File: src/rtl/alu_exec_stage.sv
// Execute stage around an external combinational ALU: issue register, output register, status flags.
// Optional condition evaluation is compiled in when ALU_COND_EXEC_EN is defined.
module alu_exec_stage #(
  parameter int unsigned WIDTH = 4
) (
  input  logic             clk,
  input  logic             rst_n,
  input  logic             in_valid,
  output logic             in_ready,
  input  logic [WIDTH-1:0] in_srca,
  input  logic [WIDTH-1:0] in_srcb,
  input  logic [1:0]       in_op,
  input  logic [3:0]       in_cond,
  input  logic             in_setf,
  output logic [WIDTH-1:0] alu_srca,
  output logic [WIDTH-1:0] alu_srcb,
  output logic [1:0]       alu_ctrl,
  input  logic [WIDTH-1:0] alu_result,
  input  logic [3:0]       alu_flags,
  output logic             out_valid,
  input  logic             out_ready,
  output logic [WIDTH-1:0] out_result,
  output logic [3:0]       out_flags,
  output logic             out_exec,
  output logic [3:0]       status
);

  logic             r_iss_v;
  logic [WIDTH-1:0] r_iss_a;
  logic [WIDTH-1:0] r_iss_b;
  logic [1:0]       r_iss_op;
  logic             r_iss_setf;

  logic             r_out_v;
  logic [WIDTH-1:0] r_out_result;
  logic [3:0]       r_out_flags;
  logic             r_out_exec;
  logic [3:0]       r_status;

  logic w_adv;
  logic w_accept;
  logic w_pass;

  assign w_adv    = r_iss_v && (!r_out_v || out_ready);
  assign in_ready = rst_n && (!r_iss_v || w_adv);
  assign w_accept = in_valid && in_ready;

`ifdef ALU_COND_EXEC_EN
  logic [3:0] r_iss_cond;
  logic       w_c, w_v, w_n, w_z;

  assign {w_c, w_v, w_n, w_z} = r_status;

  // r_status already holds the previous op's flags when this op advances.
  always_comb begin
    w_pass = 1'b0;
    case (r_iss_cond)
      4'h0:    w_pass = w_z;
      4'h1:    w_pass = !w_z;
      4'h2:    w_pass = w_c;
      4'h3:    w_pass = !w_c;
      4'h4:    w_pass = w_n;
      4'h5:    w_pass = !w_n;
      4'h6:    w_pass = w_v;
      4'h7:    w_pass = !w_v;
      4'h8:    w_pass = w_c && !w_z;
      4'h9:    w_pass = !w_c || w_z;
      4'hA:    w_pass = (w_n == w_v);
      4'hB:    w_pass = (w_n != w_v);
      4'hC:    w_pass = !w_z && (w_n == w_v);
      4'hD:    w_pass = w_z || (w_n != w_v);
      4'hE:    w_pass = 1'b1;
      default: w_pass = 1'b0;
    endcase
  end

  always_ff @(posedge clk) begin
    if (!rst_n)        r_iss_cond <= '0;
    else if (w_accept) r_iss_cond <= in_cond;
  end
`else
  logic w_unused_cond;

  assign w_unused_cond = ^in_cond;
  assign w_pass        = 1'b1;
`endif

  always_ff @(posedge clk) begin
    if (!rst_n) begin
      r_iss_v    <= 1'b0;
      r_iss_a    <= '0;
      r_iss_b    <= '0;
      r_iss_op   <= '0;
      r_iss_setf <= 1'b0;
    end else if (w_accept) begin
      r_iss_v    <= 1'b1;
      r_iss_a    <= in_srca;
      r_iss_b    <= in_srcb;
      r_iss_op   <= in_op;
      r_iss_setf <= in_setf;
    end else if (w_adv) begin
      r_iss_v    <= 1'b0;
    end
  end

  always_ff @(posedge clk) begin
    if (!rst_n) begin
      r_out_v      <= 1'b0;
      r_out_result <= '0;
      r_out_flags  <= '0;
      r_out_exec   <= 1'b0;
    end else if (w_adv) begin
      r_out_v      <= 1'b1;
      r_out_result <= alu_result;
      r_out_flags  <= alu_flags;
      r_out_exec   <= w_pass;
    end else if (out_ready) begin
      r_out_v      <= 1'b0;
    end
  end

  always_ff @(posedge clk) begin
    if (!rst_n)                           r_status <= '0;
    else if (w_adv && w_pass && r_iss_setf) r_status <= alu_flags;
  end

  assign alu_srca   = r_iss_a;
  assign alu_srcb   = r_iss_b;
  assign alu_ctrl   = r_iss_op;
  assign out_valid  = r_out_v;
  assign out_result = r_out_result;
  assign out_flags  = r_out_flags;
  assign out_exec   = r_out_exec;
  assign status     = r_status;

endmodule

File: config.mk
export PLATFORM = sky130hd
export DESIGN_NAME = alu_exec_stage
export DESIGN_NICKNAME = d
export VERILOG_FILES = /design/src/rtl/alu_exec_stage.sv
export SDC_FILE = /design/constraint.sdc
export NUM_CORES = 1
export LEC_CHECK = 0
export CAP_MARGIN = 40
export CORE_ASPECT_RATIO = 1.1
export CORE_MARGIN = 1
export CORE_UTILIZATION = 39
export DETAILED_ROUTE_END_ITERATION = 8
export GPL_TIMING_DRIVEN = 0
export PLACE_DENSITY = 0.82
export SLEW_MARGIN = 20
export SYNTH_ARGS = -nofsm -noshare
export SYNTH_HDL_FRONTEND = slang
export SYNTH_SLANG_ARGS = --single-unit
File: constraint.sdc
create_clock -name clk -period 1.2 [get_ports clk]
set_input_delay 0.3 -clock clk [delete_from_list [all_inputs] [get_ports clk]]
set_output_delay 0.3 -clock clk [all_outputs]
set_load 0.1 [all_outputs]
# ---- After elaboration in Yosys (flattened, before gate mapping)
# Cells that the tools add are included.
dict set report op_classes {
  n_addsub 0
  multipliers 0
  div_mod_pow 0
  magnitude_cmp 0
  n_eq_ne 0
  shift 0
  muxes 4
  n_bitwise 0
  reduce_logical 10
}
# cell count
set op_table {}
lappend op_table {{$logic_and 1x1->1} 4}
lappend op_table {{$mux 1} 4}
lappend op_table {{$reduce_bool 2->1} 2}
lappend op_table {{$logic_not 1->1} 2}
lappend op_table {{$logic_or 1x1->1} 2}
dict set report totals {
  ff_bits 26
  latchBits 0
  ram_bits 0
  rom_bits 0
  out_inout_bits 25
  memories 0
}

# ---- Longest topological paths before layout
# Gate-level depths: netlist of the first run.
dict set report logic_depth {
  word_depth 7
  mapped_depth 4
}

# ---- Worst setup path before layout of the first run
# Ideal clock, no wire load.
dict set report synth_path {
  path_type {register -> output}
  startpoint {register r_out_v, in the netlist out_valid}
  endpoint {output port in_ready}
  arrival_ns 2.640
  required_time_ns 0.900
  path_slack_ns -1.740
  path_stages_with_launch 4
  path_buffers 1
  cell_sequence {dfxtp_1 > and2b_4 > buf_4 > a21oi_1}
}
dict set report synth_via {
  elab_chain_cells 5
}
# element line_no
set synth_rtl {}
lappend synth_rtl {{start, declared} 34} ;# logic r_out_v;
lappend synth_rtl {{start signal, assigned} 108} ;# r_out_v <= 1'b0;
lappend synth_rtl {{start signal, assigned} 113} ;# r_out_v <= 1'b1;
lappend synth_rtl {{start signal, assigned} 118} ;# r_out_v <= 1'b0;
lappend synth_rtl {{$logic_not 1->1} 44} ;# assign w_adv = r_iss_v && (!r_out_v || out_ready);
lappend synth_rtl {{$logic_or 1x1->1} 44}
lappend synth_rtl {{$logic_and 1x1->1} 44}
lappend synth_rtl {{$logic_or 1x1->1} 45} ;# assign in_ready = rst_n && (!r_iss_v || w_adv);
lappend synth_rtl {{$logic_and 1x1->1} 45}
lappend synth_rtl {{end, declared} 9} ;# output logic in_ready,
# Every way passes these cells.

# ---- Final worst setup path of the first run
# Ends and elaborated chain as after synthesis.

==> parameters.txt, run 1 <==
Parameter                              Value

Outcome
  Result of the run    finished with violations
  Failing checks    negative setup slack

Timing
  Highest clock rate    ~0.62 GHz
  Worst rel slew slack    about three quarters
  Total count of max-transition violations in the final report    0
  Worst Slack Setup Final    -400 ps
  Final period util    133%
  Min cycle time layout    ~1600 ps
  Total setup violations reported at the end of the flow    14
  Post-Route Hold Slack    386 ps
  Final hold viol count    0
  RSZ-0062 raised after global routing    true
  Worst Max-Slew Pin Slew    roughly 360 ps
  Final clock skew    4.20 ps

Yosys
  Simple-gate area share of the yosys netlist    roughly 14%
  Count of mapped cells out of synthesis    about 120
  FFs w/ async S/R, synth    0%
  Area share of the leading cell type in the synthesized netlist    50.4%
  Most repeated cell in the gate-level netlist after synthesis    sky130_fd_sc_hd__dfxtp_1
  Number of enable-type register cells in the synthesized netlist    0
  Multiplexer share of the synthesized area    roughly 15%
  Post-synth cell types    17
  Cell type with the highest aggregate area in the netlist    sky130_fd_sc_hd__dfxtp_1
  Main combinational cell family by area after synthesis    multiplexers
  Synth Area in Compound Gates    between 10% and 20%
  Count of synthesis-stage warnings from yosys    0
  Average instance area after synthesis    about 8.9 um2
  Most area-consuming cells after synthesis    sky130_fd_sc_hd__dfxtp_1, sky130_fd_sc_hd__mux2i_1, sky130_fd_sc_hd__nand2_1
  Cell Area, Synth    ~1000 um2
  Post-synth net total    about 140
  Post-Synth Adder-Cell Area    0%
  Dominant synthesized flop cell    sky130_fd_sc_hd__dfxtp_1
  Top cells by instance count after synthesis    sky130_fd_sc_hd__dfxtp_1, sky130_fd_sc_hd__nand2_1, sky130_fd_sc_hd__mux2i_1, sky130_fd_sc_hd__a21oi_1, sky130_fd_sc_hd__inv_1
  Xor and xnor area share after synthesis    0%
  Sequential cell area fraction in the yosys report    50.4%
  Register bit count reported by yosys    26

Setup path
  Critical Path Start Type    register
  Arrival time at the worst endpoint    about 1300 ps
  Worst Path Class, Setup    register to primary output
  Worst setup slack for register-to-register paths    -290 ps
  FF-to-FF End    alu_srcb[1]
  Required time worst endpoint    roughly 900 ps
  Critical R2R Launch    out_valid
  Capturing element type of the critical path    primary output
  Peak fanout along the critical path    2
  Depth of the worst register-to-register path    6

Drt
  Antenna Nets Post-Route    0
  Number of DRC violations after detailed routing    0
  Routed vias/inst    between 5 and 6
  DR pass1 iterations    4
  Total detailed-routing wirelength    about 3.9 mm
  Starting DRC count in detailed routing    37
  Via Count    roughly 1100
  Routed length per placed instance    around 19 um

Job
  Maximum Capacitance Violations    0

Floorplan
  Floorplan row count    19
  Die height    approximately 56 um
  Die Footprint    between 2000 and 3000 um2
  Width of the die    roughly 51 um
  Initial Utilization    between 40 and 50%
  Number of placed I/O pins    52
  Core area    2500 um2

Hold path
  Beginning of the worst hold path    rst_n
  Worst Hold Endpoint    out_result[1]
  Worst hold path type    input pin to register
  Hold path depth    3

Global route
  Wire length of the first global-routing pass    between 6 and 7 mm
  Overall track demand over capacity in global routing    between 20% and 30%
  Number of antenna violations at the first check in global routing    0
  Vias in the first global route    1217
  Residual overflow from global routing    0
  Pin count of the biggest net entering global routing    20

Clock network
  TritonCTS clock tree    built
  CTS buffer count    3
  Post-CTS Hold Buffers    0
  Clk Tree Root Cell    sky130_fd_sc_hd__clkbuf_4
  Skew-Pair Late Insertion Delay    about 320 ps
  Count of clock tree sinks    26
  Clock transition at the register clock pins on the worst setup and hold paths after CTS    150 ps
  H-tree levels    1
  Deepest clock path buffer count    2

Power and ir drop
  Total power per unit cell area    ~1200 nW/um2
  Leakage dissipation    around 0.9 nW
  Worst voltage drop across the vdd grid    between 0.0009 and 0.001 V

Final layout
  Final core area utilization    a little over four fifths
  Layout-stage area growth over the synthesis result    101%
  Share of cells above drive strength 1    a little under half
  Diode insertion count for antenna repair    0
  Number of nets at the end of the flow    approximately 210
  Post-route cell area    between 2000 and 2500 um2

Placed design
  Standard cell area after detailed placement    about 2000 um2
  Number of input and output port buffers inserted    47
  Post-DP HPWL    2.34 mm
  Last weighted congestion value of the routability-driven placer    around 0.76
flip-flops by register name, indices dropped and copies added (netlist names):
signal	flops
out_exec	1
out_flags	4
r_iss_v	1
out_result	4
status	4
alu_srca	4
alu_srcb	4
alu_ctrl	2
out_valid	1
r_iss_setf	1
power breakdown:
| group | switching [W] | total [W] | internal (W) |
|---|---|---|---|
| combinational | 0.000505 | 0.000849 | 0.000344 |
| clock | 0.000275 | 0.000613 | 0.000338 |
| sequential | 0.0000583 | 0.000975 | 0.000917 |
metrics by stage:
stage | total power [W] | setup WS (ps) | setup TNS [ps] | instances
after floorplan | 0.00144 | -441 | -441 | 116
after global placement | 0.00162 | -1510 | -21540 | 194
after detailed placement | 0.00180 | -1100 | -12170 | 219
after CTS | 0.00245 | -439 | -2200 | 216
after global routing | 0.00250 | -443 | -3880 | 211
final | 0.00244 | -400 | -3060 | 211
cells in the final DEF (no fill, tap or decap), types with 2 or more instances in the layout:
cell type	instances
sky130_fd_sc_hd__clkdlybuf4s50_1	20
sky130_fd_sc_hd__nand3_1	8
sky130_fd_sc_hd__mux2i_1	14
sky130_fd_sc_hd__inv_2	2
sky130_fd_sc_hd__buf_6	4
sky130_fd_sc_hd__dfxtp_4	8
sky130_fd_sc_hd__dfxtp_2	17
sky130_fd_sc_hd__buf_4	11
sky130_fd_sc_hd__a21oi_4	2
sky130_fd_sc_hd__inv_1	11
sky130_fd_sc_hd__nor2_1	2
sky130_fd_sc_hd__nand2_1	20
sky130_fd_sc_hd__buf_12	25
sky130_fd_sc_hd__buf_8	2
sky130_fd_sc_hd__clkbuf_4	3
sky130_fd_sc_hd__a21oi_1	11
sky130_fd_sc_hd__o21ai_1	8
sky130_fd_sc_hd__dlygate4sd2_1	2
sky130_fd_sc_hd__buf_2	2
cell type report:
type,instances,area (um2)
repair buffers,61,852
flip-flops and latches,26,572
multi-input cells,69,443
fillers,133,417
plain buffers,7,72.6
inverters,13,48.8
well taps,31,38.8
clock inverters,1,30.0
clock buffers,3,22.5
worst max-delay path, cell delays in order, from the launching register on:
cell	delay (ps)
sky130_fd_sc_hd__dfxtp_4	370
sky130_fd_sc_hd__and2b_4	160
sky130_fd_sc_hd__buf_8	120
sky130_fd_sc_hd__a21oi_4	130
sky130_fd_sc_hd__buf_12	190
logic make-up (layout without fill, tap and decap cells):
group	after synthesis	count (layout)
compound gates	21	21
buf+inv	21	85
flops	26	26
simple gates	33	33
mux	15	15
how the worst max path moves through the flow:
stage,from,to
2_1_floorplan,out_valid,in_ready
6_report,out_valid,in_ready
5_1_grt,out_valid,in_ready
4_1_cts,out_valid,in_ready
3_3_place_gp,rst_n,in_ready
3_5_place_dp,rst_n,in_ready
metal layers:
| metal | global-route usage, % | routed length, um |
|---|---|---|
| met1 | 32.0 | 1450 |
| met3 | 2.46 | 130 |
| met4 | 16.7 | 143 |
| met2 | 53.8 | 2220 |
| met5 | 0 | 0 |
what timing repair did:
item	4_1_cts	5_1_grt
cloned	1	0
gates resized for setup	94	13
buffers inserted	7	6
endpoints found under the hold margin	0	0
pin swaps	3	2
setup endpoints to repair	38	48
Power figures use the tool's default switching activity.
==> run 2, diff against run 1 <==
--- a/config.mk
+++ b/config.mk
@@ -5,7 +5,6 @@
 export SDC_FILE = /design/constraint.sdc
 export NUM_CORES = 1
 export LEC_CHECK = 0
-export CAP_MARGIN = 40
 export CORE_ASPECT_RATIO = 1.1
 export CORE_MARGIN = 1
 export CORE_UTILIZATION = 39
==> run 2 against run 1 <==
Compared with the run above:
- the run still ends with negative setup slack left
- power shrank 7.9%
- clock skew is 1.7 ps higher
- setup slack got worse by 9.1 ps
- wire length is 21% lower
- first-iteration DRC count down 38%
- fmax fell by 0.57%
- sequential share of layout area rose by 0.53 points
- sequential power is essentially flat
- non-clock buffer count fell by 4
- utilization down 2.7 points
- count of clock-buffer cells in the layout up 1
- critical path type unchanged
- highest routed layer unchanged
==> parameters.txt, run 2 (synthesis gave the netlist of run 1 again) <==
Parameter                              Value

Outcome
  Result of the run    finished with violations
  Failing checks    negative setup slack

Global route
  Overall track demand over capacity in global routing    21.3% (-8.1 points)
  Wire length of the first global-routing pass    4.59 mm (-25%)
  Pin count of the biggest net entering global routing    15 (-25%)
  Vias in the first global route    979 (-20%)
  Number of antenna violations at the first check in global routing    0 (unchanged)
  Residual overflow from global routing    0 (unchanged)

Floorplan
  Die height    56.0 um (unchanged)
  Number of placed I/O pins    52 (unchanged)
  Initial Utilization    41.4% (unchanged)
  Core area    2500 um2 (unchanged)
  Floorplan row count    19 (unchanged)
  Die Footprint    2860 um2 (unchanged)
  Width of the die    51.1 um (unchanged)

Power and ir drop
  P_sw    0.000803 W (-4.2%)
  Worst voltage drop across the vdd grid    0.000938 V (+3.9%)
  Total power per unit cell area    1120 nW/um2 (-4.8%)
  Internal power contribution    0.00144 W (-9.8%)
  Leakage dissipation    0.846 nW (-3.9%)
  Share of power burned in registers    43.4% (+3.4 points)
  Combinational share of power    36.8% (+2.0 points)
  Power Total    0.00225 W (-7.9%)
  Switching share of total power    35.8% (+1.4 points)
  Clock group share of total power    19.8% (-5.3 points)

Timing
  Final clock skew    5.87 ps (+1.66 ps)
  Min cycle time layout    1610 ps (+9.10 ps)
  Highest clock rate    0.621 GHz (-0.57%)
  Worst Slack Setup Final    -409 ps (-9.10 ps)
  RSZ-0062 raised after global routing    true
  Final hold viol count    0 (unchanged)
  Total setup violations reported at the end of the flow    15 (+1)
  Worst rel slew slack    87.5% (+12 points)
  Total count of max-transition violations in the final report    0 (unchanged)
  Final period util    134% (+0.76 points)
  Sum of negative setup slack    -1450 ps (+1610 ps)
  Worst Max-Slew Pin Slew    182 ps (-183 ps)

Placed design
  Post-DP HPWL    1.78 mm (-24%)
  Last weighted congestion value of the routability-driven placer    0.763 (unchanged)
  Worst setup timing slack at the placement stage    -1510 ps (-404 ps)
  Number of input and output port buffers inserted    47 (unchanged)

Hold path
  Beginning of the worst hold path    rst_n
  Worst hold path type    input pin to register

Job
  Maximum Capacitance Violations    0 (unchanged)

Final layout
  Area of the multi-input gates    443 um2 (unchanged)
  Commonest cells after routing, fill and taps aside    sky130_fd_sc_hd__buf_12, sky130_fd_sc_hd__nand2_1, sky130_fd_sc_hd__dfxtp_2, sky130_fd_sc_hd__clkdlybuf4s50_1, sky130_fd_sc_hd__mux2i_1
  Register cell area after layout    564 um2 (-1.3%)
  Layout-stage area growth over the synthesis result    95.0%
  Number of nets at the end of the flow    204 (-1.9%)
  Diode insertion count for antenna repair    0 (unchanged)
  Share of cells above drive strength 1    45.5% (-0.10 points)
  Count of filler cells inserted in the layout    142 (+6.8%)
  Most common cell after layout, fill and taps aside    sky130_fd_sc_hd__buf_12

Setup path
  Critical Path Start Type    register
  Capturing element type of the critical path    primary output
  CP top delay family    flip-flops
  CP max stage delay    370 ps (about the same)
  Critical R2R Launch    out_valid
  Worst Path Class, Setup    register to primary output
  Cells along the critical path    and2b_4, buf_8, a21oi_4, buf_12
  Required time worst endpoint    900 ps (about the same)
  Peak fanout along the critical path    2 (unchanged)
  Number of buffer and inverter instances along the worst setup path    2 (unchanged)
  Origin of the worst setup path    out_valid
  Cell at the slowest stage of the critical path    sky130_fd_sc_hd__dfxtp_4
  Arrival time at the worst endpoint    1310 ps (about the same)

Drt
  Total detailed-routing wirelength    3.12 mm (-21%)
  Number of DRC violations after detailed routing    0 (unchanged)
  Via Count    1044 (-6.3%)
  Antenna Nets Post-Route    0 (unchanged)
  Routed length per placed instance    15.1 um (-19%)
  Routed vias/inst    5.04 (-4.5%)
  DR pass1 iterations    4 (unchanged)
  Starting DRC count in detailed routing    23 (-38%)

Clock network
  Clk Tree Root Cell    sky130_fd_sc_hd__clkbuf_4
  Skew-Pair Late Insertion Delay    320 ps (about the same)
  Count of clock tree sinks    26 (unchanged)
  H-tree levels    1 (unchanged)
  TritonCTS clock tree    built
  Deepest clock path buffer count    2 (unchanged)
  CTS buffer count    3 (unchanged)
  Clock transition at the register clock pins on the worst setup and hold paths after CTS    140 ps (about the same)
run 2: worst paths after layout:
path         slack (ps)            end  cells after the start
max reg2reg        -190    alu_srca[3]                      6
min                 380  out_result[1]                      3
max                -410       in_ready                      4
min reg2reg         480     r_iss_setf                      2
run 2: worst min-delay path: cells and delay by family:
kind	cells	cell delay [ps]
buf+inv	2	340
compound gates	1	40
run 2: cell type report:
cell class | count | area share (%)
Timing Repair Buffer | 57 | 40.2
Sequential cell | 26 | 28.0
Multi-Input combinational cell | 69 | 22.0
Buffer | 7 | 3.60
Inverter | 13 | 2.42
Tap cell | 31 | 1.93
Clock buffer | 4 | 1.80
run 2: through the flow:
step	hold slack (ps)	instance area [um2]	cells	utilization (%)
floorplan	417	1080	116	-
global placement	439	1590	194	63.7
detailed placement	447	1590	194	63.7
CTS	373	1870	206	74.8
global route	394	2010	207	80.7
finish	376	2010	207	80.7
run 2: what timing repair did:
action / CTS / global route
gates cloned: 1 / 0
buffers inserted: 7 / 5
pin swaps: 3 / 2
gates resized for setup: 214 / 35
endpoints found under the setup margin: 36 / 48
hold buffers: 0 / 0
run 2: power groups by stage:
stage	sequential [W]	clock [W]	combinational (W)
after detailed placement	0.000969	0	0.000661
after global routing	0.000980	0.000489	0.000854
final	0.000973	0.000444	0.000827
after global placement	0.000967	0	0.000654
after CTS	0.000966	0.000451	0.000755
after floorplan	0.00131	0	0.000134
run 2: metal layers:
layer  routed length (um)  track usage, %  share of wire, %
met3                  106            2.19               3.4
met5                    0               0                 0
met1                 1210            27.0                39
met4                   87            4.76               2.8
met2                 1710            38.2                55
